===== src/rtl/power_window_trigger_if.sv =====
// Bundles the squared-sample input, control strobes and power/trigger outputs of
// power_window_trigger; master drives inputs, slave is the trigger block.
interface power_window_trigger_if #(
   parameter int unsigned DEMUX   = 16,
   parameter int unsigned SQRBITS = 6,
   parameter int unsigned PWRBITS = 12
);
   logic [DEMUX*SQRBITS-1:0] SQR;
   logic                     ENABLE;
   logic [PWRBITS-1:0]       THRESH;
   logic                     THRESH_WR;
   logic                     SCALER_CLR;
   logic [PWRBITS-1:0]       POWER;
   logic                     TRIG;
   logic                     ARMED;
   logic [15:0]              SCALER;

   modport master (
      output SQR, ENABLE, THRESH, THRESH_WR, SCALER_CLR,
      input  POWER, TRIG, ARMED, SCALER
   );

   modport slave (
      input  SQR, ENABLE, THRESH, THRESH_WR, SCALER_CLR,
      output POWER, TRIG, ARMED, SCALER
   );
endinterface


===== src/rtl/power_window_trigger.sv =====
// Sliding-window power trigger with holdoff rate limiting.
// Define POWER_SCALER_EN to build the saturating 16-bit trigger scaler.
module power_window_trigger #(
   parameter int unsigned       DEMUX          = 16,
   parameter int unsigned       SQRBITS        = 6,
   parameter int unsigned       NWIN           = 4,
   parameter int unsigned       PWRBITS        = 12,
   parameter int unsigned       HOLDOFF        = 8,
   parameter logic [PWRBITS-1:0] THRESH_DEFAULT = 12'd2000
) (
   input logic                   clk,
   input logic                   rst,
   power_window_trigger_if.slave bus
);

   localparam int unsigned NPART = 4;
   localparam int unsigned PER   = DEMUX / NPART;
   localparam int unsigned PARTW = SQRBITS + 2;
   localparam int unsigned TOTW  = PARTW + 2;
   localparam int unsigned CNTW  = $clog2(NWIN + 1);
   localparam int unsigned HOLDW = $clog2(HOLDOFF + 1);

   typedef enum logic [1:0] {StFill, StArmed, StHoldoff} state_e;

   logic [DEMUX*SQRBITS-1:0] sqr_q;
   logic                     in_vld_q, part_vld_q, tot_vld_q;
   logic [PARTW-1:0]         part_d [NPART];
   logic [PARTW-1:0]         part_q [NPART];
   logic [TOTW-1:0]          tot_d, tot_q;
   logic [TOTW-1:0]          win_q [NWIN];
   logic [PWRBITS-1:0]       power_d, power_q;
   logic [PWRBITS-1:0]       thresh_q;
   logic                     above;

   state_e           state_d, state_q;
   logic [CNTW-1:0]  fill_cnt_d, fill_cnt_q;
   logic [HOLDW-1:0] hold_cnt_d, hold_cnt_q;
   logic             trig_d, trig_q;

   always_comb begin
      for (int p = 0; p < int'(NPART); p++) begin
         part_d[p] = '0;
         for (int j = 0; j < int'(PER); j++) begin
            part_d[p] = part_d[p] + PARTW'(sqr_q[(p * PER + j) * SQRBITS +: SQRBITS]);
         end
      end
      tot_d = '0;
      for (int p = 0; p < int'(NPART); p++) begin
         tot_d = tot_d + TOTW'(part_q[p]);
      end
      // Window sum tracks the shift register contents exactly, so it never drifts.
      power_d = power_q + PWRBITS'(tot_q) - PWRBITS'(win_q[NWIN-1]);
   end

   assign above = (power_q > thresh_q);

   always_ff @(posedge clk or posedge rst) begin
      if (rst) begin
         sqr_q      <= '0;
         in_vld_q   <= 1'b0;
         part_vld_q <= 1'b0;
         tot_vld_q  <= 1'b0;
         for (int p = 0; p < int'(NPART); p++) part_q[p] <= '0;
         tot_q      <= '0;
         for (int i = 0; i < int'(NWIN); i++) win_q[i] <= '0;
         power_q    <= '0;
         thresh_q   <= THRESH_DEFAULT;
      end else begin
         sqr_q      <= bus.SQR;
         in_vld_q   <= 1'b1;
         part_vld_q <= in_vld_q;
         tot_vld_q  <= part_vld_q;
         for (int p = 0; p < int'(NPART); p++) part_q[p] <= part_d[p];
         tot_q      <= tot_d;
         win_q[0]   <= tot_q;
         for (int i = 1; i < int'(NWIN); i++) win_q[i] <= win_q[i-1];
         power_q    <= power_d;
         if (bus.THRESH_WR) thresh_q <= bus.THRESH;
      end
   end

   always_comb begin
      state_d    = state_q;
      fill_cnt_d = fill_cnt_q;
      hold_cnt_d = hold_cnt_q;
      trig_d     = 1'b0;
      unique case (state_q)
         StFill: begin
            // Arm on the edge that absorbs the last total needed to fill the window.
            if (tot_vld_q) begin
               if (fill_cnt_q == CNTW'(NWIN - 1)) state_d = StArmed;
               else fill_cnt_d = fill_cnt_q + 1'b1;
            end
         end
         StArmed: begin
            if (above && bus.ENABLE) begin
               trig_d     = 1'b1;
               hold_cnt_d = HOLDW'(HOLDOFF - 1);
               state_d    = StHoldoff;
            end
         end
         StHoldoff: begin
            if (hold_cnt_q == '0) state_d = StArmed;
            else hold_cnt_d = hold_cnt_q - 1'b1;
         end
         default: state_d = StFill;
      endcase
   end

   always_ff @(posedge clk or posedge rst) begin
      if (rst) begin
         state_q    <= StFill;
         fill_cnt_q <= '0;
         hold_cnt_q <= '0;
         trig_q     <= 1'b0;
      end else begin
         state_q    <= state_d;
         fill_cnt_q <= fill_cnt_d;
         hold_cnt_q <= hold_cnt_d;
         trig_q     <= trig_d;
      end
   end

   assign bus.POWER = power_q;
   assign bus.TRIG  = trig_q;
   assign bus.ARMED = (state_q == StArmed);

`ifdef POWER_SCALER_EN
   logic [15:0] scaler_d, scaler_q;

   // A clear coincident with a trigger pulse still records that trigger.
   always_comb begin
      scaler_d = scaler_q;
      if (bus.SCALER_CLR) scaler_d = {15'd0, trig_q};
      else if (trig_q && (scaler_q != 16'hFFFF)) scaler_d = scaler_q + 16'd1;
   end

   always_ff @(posedge clk or posedge rst) begin
      if (rst) scaler_q <= '0;
      else     scaler_q <= scaler_d;
   end

   assign bus.SCALER = scaler_q;
`else
   logic unused_scaler_clr;
   assign unused_scaler_clr = bus.SCALER_CLR;
   assign bus.SCALER = '0;
`endif

endmodule


===== src/flat_wrapper.sv =====
// flat-port wrapper written by rule: the top's interface ports become plain ports
module power_window_trigger_flat 
#(
   parameter int unsigned       DEMUX          = 16,
   parameter int unsigned       SQRBITS        = 6,
   parameter int unsigned       NWIN           = 4,
   parameter int unsigned       PWRBITS        = 12,
   parameter int unsigned       HOLDOFF        = 8,
   parameter logic [PWRBITS-1:0] THRESH_DEFAULT = 12'd2000
)
  (clk, rst, bus_SQR, bus_ENABLE, bus_THRESH, bus_THRESH_WR, bus_SCALER_CLR, bus_POWER, bus_TRIG, bus_ARMED, bus_SCALER);
  power_window_trigger_if #(.DEMUX(DEMUX), .SQRBITS(SQRBITS), .PWRBITS(PWRBITS)) bus_i ();
  input logic clk;
  input logic rst;
  input wire logic [$bits(bus_i.SQR)-1:0] bus_SQR;
  input wire logic [$bits(bus_i.ENABLE)-1:0] bus_ENABLE;
  input wire logic [$bits(bus_i.THRESH)-1:0] bus_THRESH;
  input wire logic [$bits(bus_i.THRESH_WR)-1:0] bus_THRESH_WR;
  input wire logic [$bits(bus_i.SCALER_CLR)-1:0] bus_SCALER_CLR;
  output wire logic [$bits(bus_i.POWER)-1:0] bus_POWER;
  output wire logic [$bits(bus_i.TRIG)-1:0] bus_TRIG;
  output wire logic [$bits(bus_i.ARMED)-1:0] bus_ARMED;
  output wire logic [$bits(bus_i.SCALER)-1:0] bus_SCALER;
  assign bus_i.SQR = bus_SQR;
  assign bus_i.ENABLE = bus_ENABLE;
  assign bus_i.THRESH = bus_THRESH;
  assign bus_i.THRESH_WR = bus_THRESH_WR;
  assign bus_i.SCALER_CLR = bus_SCALER_CLR;
  assign bus_POWER = bus_i.POWER;
  assign bus_TRIG = bus_i.TRIG;
  assign bus_ARMED = bus_i.ARMED;
  assign bus_SCALER = bus_i.SCALER;
  power_window_trigger #(.DEMUX(DEMUX), .SQRBITS(SQRBITS), .NWIN(NWIN), .PWRBITS(PWRBITS), .HOLDOFF(HOLDOFF), .THRESH_DEFAULT(THRESH_DEFAULT)) u_core (.clk(clk), .rst(rst), .bus(bus_i));
endmodule

===== config.mk =====
export PLATFORM = sky130hd
export DESIGN_NAME = power_window_trigger_flat
export DESIGN_NICKNAME = d
export VERILOG_FILES = /design/src/rtl/power_window_trigger_if.sv /design/src/rtl/power_window_trigger.sv /design/src/flat_wrapper.sv
export SDC_FILE = /design/constraint.sdc
export NUM_CORES = 1
export LEC_CHECK = 0
export ABC_CLOCK_PERIOD_IN_PS = 9250
export BUFFER_PORTS_ARGS = -buffer_cell sky130_fd_sc_hd__buf_2
export CAP_MARGIN = 30
export CELL_PAD_IN_SITES_DETAIL_PLACEMENT = 0
export CELL_PAD_IN_SITES_GLOBAL_PLACEMENT = 1
export CORE_MARGIN = 3
export CORE_UTILIZATION = 46
export CTS_CLUSTER_SIZE = 40
export DETAILED_ROUTE_END_ITERATION = 16
export PLACE_DENSITY_LB_ADDON = 0.12
export SLEW_MARGIN = 0
export SYNTH_ARGS = -nofsm -noshare
export SYNTH_HDL_FRONTEND = slang
export SYNTH_SLANG_ARGS = --single-unit

===== constraint.sdc =====
create_clock -name clk -period 9.25 [get_ports clk]
set_clock_uncertainty 0.1 [all_clocks]
set_input_delay 1.85 -clock clk [delete_from_list [all_inputs] [get_ports clk]]
set_output_delay 1.85 -clock clk [all_outputs]
set_load 0.02 [all_outputs]

==> results.tsv <==
stage	metric	value	unit
floorplanning	Die W	155	um
detailed_routing	final WL	15100	um
sta	Slew @ Worst Pin	844	ps
synth	top cells by area, synth	dfrtp_1 51%, ha_1 11%, fa_1 10%, inv_1 7.5%, xnor2_1 2.7%	
synth	Ys Warns	0	
global_routing	Remaining Overflow, GRT	0	
sta	max-slew violations	0	
clocking	Post-CTS Setup Inserts	0	
synth	Post-Synth Adder-Cell Area	0.216	
clocking	cts hold-fix bufs	0	
synth	largest family of logic cells by synthesized area	adder cells	
clocking	CTS root buf	clkbuf_16	
floorplanning	Die Height	155	um
detailed_routing	Vias	5769	
detailed_routing	initial drt markers	222	
layout	Area Overhead vs Synth	17.4	%
layout	most common cell after layout, fill and taps aside	dfrtp_1	
global_routing	total track usage	0.132	
sta	RSZ-0062 raised after global routing	false	
detailed_routing	# DRC	0	
placement	Final HPWL DP	11400	um
synth	post-synthesis cell area	10200	um^2
global_routing	largest net degree at the start of global routing	146	
floorplanning	row cnt	53	
synth	Seq/Total Area, Yosys	0.526	
clocking	Bufs on Longest Clock Path	3	
job	Max Cap Viol	0	
power_and_ir_drop	power density over the cells	389	nW/um^2
layout	most frequent cells in the layout	209 x dfrtp_1, 203 x inv_1, 125 x buf_2, 94 x ha_1, 52 x fa_1	
sta	Hold Fails Final Rpt	0	
detailed_routing	DRT antenna net count	0	
synth	multiplexer share of the synthesized area	0.00220	
layout	# fillers	1845	
synth	post-synth top area share	0.510	
synth	Top FF cell, synth	dfrtp_1	
setup_path	Crit path required time	7300	ps
floorplanning	die area	24100	um^2
placement	RD Place Congestion	0.767	
layout	final non-filler cell total	1294	
sta	final count of negative-setup-slack endpoints	0	
layout	fin nets	1260	
global_routing	GRT met3 Usage	0.0253	
global_routing	antenna violations before repair	0	
global_routing	first-pass GRT wire length	26400	um
floorplanning	IO Count	143	
detailed_routing	Routed WL per cell	11.6	um
synth	simple logic cell fraction of the synthesized area	0.0383	
synth	post-synthesis compound-gate area fraction	0.0825	
sta	Max Fclk	0.292	GHz
sta	crit path time final	3430	ps
global_routing	global route hottest layer	met2	
clocking	clock slew at reported path FFs	60	ps
global_routing	GR met1 Demand/Resource	0.183	
power_and_ir_drop	VDD IR max	244	uV
clocking	# clock sinks	215	
setup_path	maximum fanout along the worst path	5	
synth	synthesized flop and latch total	215	
clocking	total clock buffers created by CTS	24	
setup_path	R2R setup slack	5880	ps
synth	synthesized area per cell	12.0	um^2
global_routing	GR Util met2	0.215	
clocking	Worst-Skew Late Latency	500	ps
global_routing	vias in the first global route	5895	
synth	area leader, netlist	dfrtp_1	
layout	Final Util	0.560	
outcome	status	complete, no violations	
setup_path	kind of critical path	register to output pin	
hold_path	Tightest Hold Check Type	register to register	
layout	layout cells sized above 1	0.175	
floorplanning	Starting Density	0.477	
detailed_routing	via/cell ratio	4.46	
detailed_routing	TritonRoute pass-1 iters	4	
clocking	H-Tree Depth	1	
clocking	CTS tree	done	
floorplanning	Core Footprint	21500	um^2
synth	Cells after Synth	851	
synth	Netlist cell types	49	
synth	async set-reset flop share out of synthesis	1.00	
sta	Slew headroom	0.437	
layout	ANT cells	0	
setup_path	startpoint types	register	
placement	Post-Place Cells	1249	
sta	Final Cycle Share	0.371	
synth	EDFF count, synth	0	
placement	port bufs	125	
sta	Setup TNS	0	ps
setup_path	crit path DAT	1480	ps
setup_path	Crit. End Element	output pin	
synth	Post-Synth XOR/XNOR Area	0.0470	
clocking	Post-CTS Resized	0	
power_and_ir_drop	leakage	0.00632	uW
cell type report:
class | count | area, um^2 | share of cell area
Inverter | 204 | 773 | 0.0643
Sequential cell | 215 | 5390 | 0.448
Timing Repair Buffer | 127 | 661 | 0.0549
Clock buffer | 39 | 738 | 0.0614
Tap cell | 275 | 344 | 0.0286
Clock inverter | 5 | 103 | 0.00853
Multi-Input combinational cell | 429 | 4020 | 0.334
registers in the layout (all words and copies together) (netlist names), 2 cells and up:
register and flops:
u_core.state_q 2, u_core.hold_cnt_q 4, u_core.fill_cnt_q 3, u_core.sqr_q 96, u_core.thresh_q 12, u_core.part_q 32, u_core.tot_q 10, u_core.bus.POWER 12
u_core.win_q 40
layer usage:
metal  up-vias  routed length (um)
met5         -                   0
met4         0                 304
met3        26                 861
met2       125                7070
met1      2681                6830
li1       2937                   -
power by group:
group / switching (uW) / total, uW / internal [uW] / leakage, uW
combinational: 1260 / 2360 / 1090 / 0.00341
clock: 356 / 983 / 627 / 0.000407
sequential: 103 / 1340 / 1240 / 0.00251
worst max-delay path, stage by stage (launching register included):
cell and delay [ps]:
dfrtp_1 400, inv_1 90, ha_1 280, buf_2 210
cell families (layout without fill, tap and decap cells):
kind of cell    count (synthesis)  count (layout)
other cells                     2              17
buf+inv                       222             375
simple gates                   80              80
xor+xnor                       55              55
fa+ha+maj                     146             146
compound gates                129             129
mux                             2               2
flops                         215             215
path summary, 6_finish.rpt:
path / cells after the start / startpoint / to
worst max-delay path: 3 / u_core.state_q[1] / bus_ARMED
worst min-delay path: 0 / u_core.win_q[24] / u_core.win_q[14]
worst max register to register: 13 / u_core.part_q[16] / u_core.tot_q[8]
worst min register to register: 0 / u_core.win_q[24] / u_core.win_q[14]
max in group asynchronous: 3 / rst / u_core.tot_q[4]
min in group asynchronous: 2 / rst / u_core.bus.POWER[1]
stage by stage:
step                      hold slack, ps  instance area [um^2]  power, uW  setup WS (ps)
after global placement               231                 11200       3700           5530
after global routing                 249                 12000       5190           5690
after floorplan                      231                 10300       3290           1430
after detailed placement             235                 11200       3750           5490
final                                239                 12000       4680           5820
after CTS                            234                 12000       4770           5780
cells in the mapped netlist (2+ instances only):
| cell | number |
|---|---|
| clkbuf_1 | 2 |
| nand2_1 | 23 |
| fa_1 | 52 |
| nor3_1 | 6 |
| xnor2_1 | 32 |
| xor2_1 | 23 |
| o21a_1 | 4 |
| nor2b_1 | 8 |
| o21ai_0 | 22 |
| o41a_1 | 2 |
| a21oi_1 | 43 |
| dfstp_2 | 6 |
| nor2_1 | 20 |
| nand2b_1 | 6 |
| nand4_1 | 5 |
| inv_1 | 204 |
| nand3_1 | 2 |
| mux2_2 | 2 |
| nand3b_1 | 4 |
| a31oi_1 | 5 |
| ha_1 | 94 |
| o31ai_1 | 2 |
| o21bai_1 | 14 |
| a21o_1 | 21 |
| buf_4 | 16 |
| dfrtp_1 | 209 |
| conb_1 | 2 |
No activity file was read; power rests on OpenSTA's default activity.
